--- config.mk ---
export PLATFORM = sky130hd
export DESIGN_NAME = crossbar_tick_gen
export DESIGN_NICKNAME = d
export VERILOG_FILES = /design/src/rtl/crossbar_tick_gen.sv
export SDC_FILE = /design/constraint.sdc
export NUM_CORES = 1
export LEC_CHECK = 0
export BUFFER_PORTS_ARGS = -buffer_cell sky130_fd_sc_hd__buf_2
export CAP_MARGIN = 20
export CORE_MARGIN = 2
export CORE_UTILIZATION = 50
export CTS_CLUSTER_SIZE = 30
export DETAILED_ROUTE_END_ITERATION = 12
export PLACE_DENSITY = 0.75
export SYNTH_ARGS = -nofsm -noshare
export SYNTH_HDL_FRONTEND = slang
export SYNTH_SLANG_ARGS = --single-unit
--- constraint.sdc ---
create_clock -name clk -period 5 [get_ports clk]
set_input_delay 1 -clock clk [delete_from_list [all_inputs] [get_ports clk]]
set_output_delay 1 -clock clk [all_outputs]
set_load 0.02 [all_outputs]
--- src/rtl/crossbar_tick_gen.sv ---
// crossbar_tick_gen: multi-channel periodic tick generator pacing the
// crossbar array accesses of each PIM tile. Every channel has its own
// divisor, pulse width, phase offset and continuous/burst mode. Settings are
// written into a shadow set and copied to the working set only at a period
// boundary, on sync/enable, or while the channel is disabled, so a change
// never produces a shortened or merged tick.
module crossbar_tick_gen #(
  parameter int NUM_CH      = 4,
  parameter int CNT_W       = 8,
  parameter int DEFAULT_DIV = 10
) (
  input  logic                                          clk,
  input  logic                                          rst_n,
  input  logic                                          cfg_we,
  input  logic [((NUM_CH > 1) ? $clog2(NUM_CH) : 1)-1:0] cfg_ch,
  input  logic [CNT_W-1:0]                              cfg_div,
  input  logic [CNT_W-1:0]                              cfg_width,
  input  logic [CNT_W-1:0]                              cfg_phase,
  input  logic                                          cfg_mode,
  input  logic [CNT_W-1:0]                              cfg_burst,
  input  logic [NUM_CH-1:0]                             ch_en,
  input  logic                                          sync,
  output logic [NUM_CH-1:0]                             tick,
  output logic [NUM_CH-1:0]                             done,
  output logic [NUM_CH-1:0]                             active
);

  localparam int CH_W = (NUM_CH > 1) ? $clog2(NUM_CH) : 1;
  localparam logic [CNT_W-1:0] ONE     = CNT_W'(1);
  localparam logic [CNT_W-1:0] TWO     = CNT_W'(2);
  localparam logic [CNT_W-1:0] DIV_RST = CNT_W'(DEFAULT_DIV);

  logic [CNT_W-1:0] wr_div;
  logic [CNT_W-1:0] wr_width;
  logic [CNT_W-1:0] wr_phase;
  logic [CNT_W-1:0] wr_burst;

  // Clamp the incoming write fields once; all channels share the result.
  always_comb begin
    wr_div   = (cfg_div < TWO) ? TWO : cfg_div;
    wr_width = cfg_width;
    if (cfg_width == '0) begin
      wr_width = ONE;
    end else if (cfg_width > wr_div - ONE) begin
      wr_width = wr_div - ONE;
    end
    wr_phase = (cfg_phase > wr_div - ONE) ? (wr_div - ONE) : cfg_phase;
    wr_burst = (cfg_burst == '0) ? ONE : cfg_burst;
  end

  for (genvar g = 0; g < NUM_CH; g++) begin : g_ch
    logic [CNT_W-1:0] sh_div, sh_width, sh_phase, sh_burst;
    logic             sh_mode;
    logic [CNT_W-1:0] div_q, width_q, phase_q, burst_q;
    logic             mode_q;
    logic [CNT_W-1:0] nx_div, nx_width, nx_phase, nx_burst;
    logic             nx_mode;
    logic [CNT_W-1:0] cnt;
    logic [CNT_W-1:0] bcnt;
    logic             en_d;
    logic             tick_q;
    logic             done_q;
    logic             active_q;
    logic             wr_hit;
    logic             load;
    logic             at_wrap;
    logic             run_tick;
    logic             finish;
    logic             copy;

    // Shadow values as they will be after this edge, so a write landing on a
    // wrap, enable or sync edge is already the one that gets copied.
    always_comb begin
      wr_hit   = cfg_we && (cfg_ch == CH_W'(g));
      nx_div   = wr_hit ? wr_div   : sh_div;
      nx_width = wr_hit ? wr_width : sh_width;
      nx_phase = wr_hit ? wr_phase : sh_phase;
      nx_mode  = wr_hit ? cfg_mode : sh_mode;
      nx_burst = wr_hit ? wr_burst : sh_burst;
      load     = ch_en[g] && (!en_d || sync);
      at_wrap  = active_q && (cnt >= div_q - ONE);
      run_tick = active_q && (cnt >= div_q - width_q);
      finish   = active_q && mode_q && tick_q && !run_tick && (bcnt == burst_q);
      copy     = !ch_en[g] || load || at_wrap;
    end

    // Shadow register set, written by the configuration port.
    always_ff @(posedge clk or negedge rst_n) begin
      if (!rst_n) begin
        sh_div   <= DIV_RST;
        sh_width <= ONE;
        sh_phase <= '0;
        sh_mode  <= 1'b0;
        sh_burst <= ONE;
      end else if (wr_hit) begin
        sh_div   <= wr_div;
        sh_width <= wr_width;
        sh_phase <= wr_phase;
        sh_mode  <= cfg_mode;
        sh_burst <= wr_burst;
      end
    end

    // Working register set, refreshed only at safe points.
    always_ff @(posedge clk or negedge rst_n) begin
      if (!rst_n) begin
        div_q   <= DIV_RST;
        width_q <= ONE;
        phase_q <= '0;
        mode_q  <= 1'b0;
        burst_q <= ONE;
      end else if (copy) begin
        div_q   <= nx_div;
        width_q <= nx_width;
        phase_q <= nx_phase;
        mode_q  <= nx_mode;
        burst_q <= nx_burst;
      end
    end

    // Period counter, burst counter and registered outputs.
    always_ff @(posedge clk or negedge rst_n) begin
      if (!rst_n) begin
        cnt      <= '0;
        bcnt     <= '0;
        en_d     <= 1'b0;
        tick_q   <= 1'b0;
        done_q   <= 1'b0;
        active_q <= 1'b0;
      end else begin
        en_d   <= ch_en[g];
        done_q <= 1'b0;
        if (!ch_en[g]) begin
          active_q <= 1'b0;
          tick_q   <= 1'b0;
        end else if (load) begin
          cnt      <= nx_phase;
          bcnt     <= '0;
          active_q <= 1'b1;
          tick_q   <= 1'b0;
        end else if (active_q) begin
          tick_q <= run_tick;
          if (run_tick && !tick_q) begin
            bcnt <= bcnt + ONE;
          end
          if (finish) begin
            active_q <= 1'b0;
            done_q   <= 1'b1;
          end else begin
            cnt <= at_wrap ? '0 : cnt + ONE;
          end
        end
      end
    end

    assign tick[g]   = tick_q;
    assign done[g]   = done_q;
    assign active[g] = active_q;
  end

endmodule

Yosys cells after proc, flatten, opt, wreduce, memory -nomap -nowiden
Index checks and enable logic that the tools add are counted.
{ "totals": {"ff_bits": 312, "output_inout_bits": 12, "input_bits": 43, "elab_cells": 283} }
{ "op_classes": {"n_mux": 97, "reduce_logical": 83, "n_addsub": 17, "n_eq_ne": 15, "order_cmp": 11} }
{ "ops": {"columns": ["op", "count"], "rows": [
  ["two-way mux 8 bit", 49],
  ["adder 8 x 1 -> 8 bit (second input constant)", 8],
  [">= comparator 8 bit", 8],
  ["two-way mux 1 bit", 48],
  ["subtractor 8 x 1 -> 8 bit (second input constant)", 5],
  ["logical AND 1 bit", 36],
  ["equality test 8 bit", 4],
  ["subtractor 8 bit", 4],
  ["AND reduction 3 bit", 8],
  ["greater-than comparator 8 bit", 2],
  ["zero test 1 bit", 16],
  ["zero test 8 bit", 2],
  ["nonzero test 2 bit", 8],
  ["logical OR 1 bit", 12],
  ["inequality test 3 x 1 -> 1 bit (second input constant)", 4],
  ["less-than comparator 8 x 2 -> 1 bit (second input constant)", 1],
  ["inequality test 2 bit (second input constant)", 4],
  ["equality test 2 bit (second input constant)", 2],
  ["equality test 2 x 1 -> 1 bit (second input constant)", 1],
  ["zero test 2 bit", 1]
]} }

Logic depth before layout (Yosys ltp)
{ "logic_depth": {"depth_word": 10, "depth_mapped": 21, "depth_no_buf": 20} }

Worst setup path after synthesis
No wires, ideal clock.
{ "synth_path": {"path_kind": "input port to flip-flop", "from": "input cfg_div[4]", "to": "register g_ch[3].width_q[1]", "arrival_time_ps": 4744, "path_stages": 18, "path_buffers": 1, "setup_time_ps": 140, "setup_slack_ps": 116, "cell_sequence": "or2_1 -> clkbuf_1 -> nor2_1 -> nand3_1 -> nand2_1 -> ha_1 -> nor3b_1 -> xor2_1 -> inv_1 -> ha_1 -> a211o_1 -> a31oi_1 -> nand2_1 -> a221oi_2 -> o21ai_2 -> a21o_4 -> a22oi_4 -> o221ai_1"} }
{ "synth_between": {"elab_chain_cells": 7} }
{ "synth_rtl": {"columns": ["element", "line", "rtl"], "rows": [
  ["from (decl)", "16", "input logic [CNT_W-1:0] cfg_div,"],
  ["less-than comparator 8 x 2 -> 1 bit", "40", "wr_div = (cfg_div < TWO) ? TWO : cfg_div;"],
  ["two-way mux 8 bit *", "40", null],
  ["subtractor 8 x 1 -> 8 bit *", "44, 45", null],
  ["greater-than comparator 8 bit", "44", "end else if (cfg_width > wr_div - ONE) begin"],
  ["two-way mux 8 bit *", "44", null],
  ["two-way mux 8 bit *", "42", "if (cfg_width == '0) begin"],
  ["two-way mux 8 bit *", null, null],
  ["to (signal assigned)", "114", "width_q <= nx_width;"],
  ["to (decl)", "54", "logic [CNT_W-1:0] div_q, width_q, phase_q, burst_q;"]
]} }
Mark *: on every way between the ends. The rest lies on a longest branch, timed or not.
A chain may end at the register's enable or synchronous reset.

Worst setup path in the final report
Ends and elaborated chain as after synthesis.

==> results.md <==
* Largest stage delay on the critical path at 0.40 ns
* Die Area at 0.03583 mm^2
* Worst Max-Slew Pin Slew at 1.118 ns
* Non-Filler Instances at 2270
* Initial antenna violation count at 2
* Syn avg cell area at 9.934 um^2
* Top FF cell, synth: dfrtp_1
* Post-layout util at 0.5728
* # DRC at 0
* Total GRT Usage at 0.2531
* Initial cell density of the core at 0.5094
* Max-slew headroom at 0.2546
* Largest area contributor in the netlist: dfrtp_1
* Clock Tree Root: clkbuf_16
* Clk_skew at 0.02318 ns
* Yosys top cell area share at 0.4082
* Worst-Skew Late Latency at 0.53 ns
* H-tree depth at 2
* Antenna Violating Nets Remaining at 0
* WHS at 0.4617 ns
* Core area at 0.03370 mm^2
* Count leader, synth: nand2_1
* RSZ-0062 raised after global routing: false
* Pleak at 0.009352 uW
* Syn Nets at 1893
* Area grow syn2layout at 12.46%
* Critical Path RT at 5.36 ns
* GR Overflow Total at 0
* Maximum number of pins on one net before global-route repair at 113
* Fill cell count at 2876
* CTS tree: yes
* Die Y-Extent at 189.3 um
* TritonCTS Buffers at 36
* Vias in the first global route at 13.49k
* Hold crit path type: register to register
* CTS Hold Bufs at 0
* WL final at 44.18 mm
* Clock Path Buffers at 3
* Sum Neg Setup Slack at 0 ns
* Mapped cell area at 0.01717 mm^2
* # placed instances at 2204
* Vias at 13.25k
* Global-route wire length before repair at 72.15 mm
* HPWL after detailed placement at 31.65 mm
* Placer Congestion at 0.9163
* Mapped Cells at 1728
* Drt pass-1 iters at 5
* Fmax achieved at 223.4 MHz
* CP Max Fanout at 8
* DP Area at 0.01805 mm^2
* Register area share after synthesis at 0.4572
* Synthesis warning total at 0
* Critical path cell sequence: buf_2, or2_1, nor2_1, nand3_1, nand2_1, ha_1, nor3b_1, xor2_1, inv_1, ha_1, a211o_1, a31oi_1, nand2_1, a221oi_2, o21ai_2, a21o_4, a22oi_4, o221ai_1
* Post-synth EDFFs at 0
* Register bit total from synthesis at 312
* DR vias/cell at 5.838
* Die W at 189.3 um
* Final design area excluding fillers at 0.01930 mm^2
* Critical path endpoint category: register
* Crit-path slowest cell: a22oi_4
* Rows at 67
* CP Launch Type: input port
* WP data arrival at 4.83 ns
* Final count of hold timing violations at 0
* Share of post-route cells with drive strength above 1 at 0.1664
* Post-DR wirelength/cell at 19.46 um
* Detailed Route Iter0 Violations at 1006
* I/O pins at 55
* Post-CTS Setup Bufs at 0
* Max Cap Viol at 0
* Clock sinks at 312
* Ranking of synthesized cells by area: dfrtp_1 41%, ha_1 8.6%, nand2_1 7.1%
* Synth cell count leaders: 325 x nand2_1, 280 x dfrtp_1, 118 x ha_1
* Port Buffers at 54
* Yosys cell types at 80
* Peak VDD IR at 302.5 uV
* Clock transition at path regs at 0.06 ns
* WS Path Type: input port to register
* Post_cts resized at 0
* Asr flop ratio synth at 1.000
* Nets at 1960
* Final worst path period share at 0.8953
* Pwr dens at 481.1 mW/mm^2
* Outcome: finished clean
* Min Tclk post-route at 4.477 ns
* Pins Over Slew Limit at 0
* Final setup viols at 0
-- worst max-delay path, delay by kind of cell --
family / cells / cell delay (ns)
buffers and inverters: 2 / 0.23
AOI/OAI and AO/OA: 7 / 1.87
xor gates and xnor gates: 1 / 0.22
adders and majority gates: 2 / 0.51
and+or+nand+nor: 6 / 1.00
-- final cells by class --
| cell class | count | area [um^2] | share of cell area |
|---|---|---|---|
| multi-input cells | 1272 | 8720 | 0.4517 |
| flip-flops and latches | 312 | 7848 | 0.4065 |
| clock buffers | 52 | 1062 | 0.05503 |
| repair buffers | 98 | 655.6 | 0.03396 |
| well taps | 448 | 560.5 | 0.02904 |
| inverters | 75 | 281.5 | 0.01458 |
| clock inverters | 12 | 175.2 | 0.009074 |
| diodes | 1 | 2.502 | 0.0001296 |
-- registers in the layout, indices dropped and copies added (netlist names) --
name / cells
g_ch.sh_mode: 4
g_ch.div_q: 32
g_ch.sh_burst: 32
g_ch.sh_phase: 32
g_ch.en_d: 4
g_ch.sh_div: 32
g_ch.mode_q: 4
g_ch.tick_q: 4
g_ch.sh_width: 32
g_ch.width_q: 32
g_ch.bcnt: 32
g_ch.burst_q: 32
g_ch.done_q: 4
g_ch.active_q: 4
g_ch.cnt: 32
-- layout by cell type, fill, tap and decap left out, drive strengths merged, types with 13 or more instances in the layout --
cell	Yosys	routed
clkbuf	52	52
dfstp	32	32
nand2	325	325
nand3	41	41
nor2b	20	20
dfrtp	280	280
nand4	21	21
buf	17	98
inv	75	77
nor4	14	14
a21o	33	33
and3	29	29
o221ai	18	18
xor2	61	61
a21oi	57	57
o211ai	16	16
mux2	76	76
xnor2	55	55
nor2	102	102
nor3	17	17
ha	118	118
mux2i	13	13
o21ai	101	101
-- routing by layer --
layer | track usage | wire, um | up-vias
met1 | 0.3488 | 19560 | 6601
met3 | 0.05264 | 3108 | 95
met5 | 0 | 13 | -
met4 | 0.07990 | 1430 | 2
met2 | 0.4022 | 20070 | 406
li1 | - | - | 6149
-- where the power goes --
part	internal, uW	switching [uW]	total (uW)
Combinational	1380	1670	3050
Sequential	3040	449	3490
Clock	1690	1060	2740
Total	6110	3170	9290
-- logic make-up (layout without fill, tap and decap cells) --
kind of cell | count (synthesis) | count (layout) | synth area share
buffers and inverters | 144 | 237 | 0.03543
adders and majority gates | 122 | 122 | 0.09068
DFF | 312 | 312 | 0.4572
muxes | 89 | 89 | 0.05955
other | 0 | 1 | 0
AOI/OAI and AO/OA | 314 | 314 | 0.1289
and+or+nand+nor | 631 | 631 | 0.1687
xor gates and xnor gates | 116 | 116 | 0.05963
-- worst paths after layout --
path / depth (start not counted) / from / slack (ns) / endpoint
min reg2reg: 2 / g_ch[2].sh_div[3] / 0.46 / g_ch[2].sh_div[3]
max in group asynchronous: 2 / rst_n / 3.38 / g_ch[0].burst_q[0]
min in group asynchronous: 1 / rst_n / 0.54 / g_ch[1].div_q[0]
max: 18 / cfg_div[4] / 0.52 / g_ch[3].width_q[1]
max reg2reg: 18 / g_ch[1].div_q[0] / 0.65 / g_ch[1].cnt[1]
min: 2 / g_ch[2].sh_div[3] / 0.46 / g_ch[2].sh_div[3]
-- stage by stage --
| step | setup slack [ns] | power (uW) |
|---|---|---|
| floorplan | 0.1161 | 5661 |
| global placement | 0.1634 | 6344 |
| detailed placement | 0.02623 | 6542 |
| CTS | 0.5587 | 9308 |
| global route | 0.2479 | 9923 |
| finish | 0.5234 | 9288 |
No activity file was read; power rests on OpenSTA's default activity.
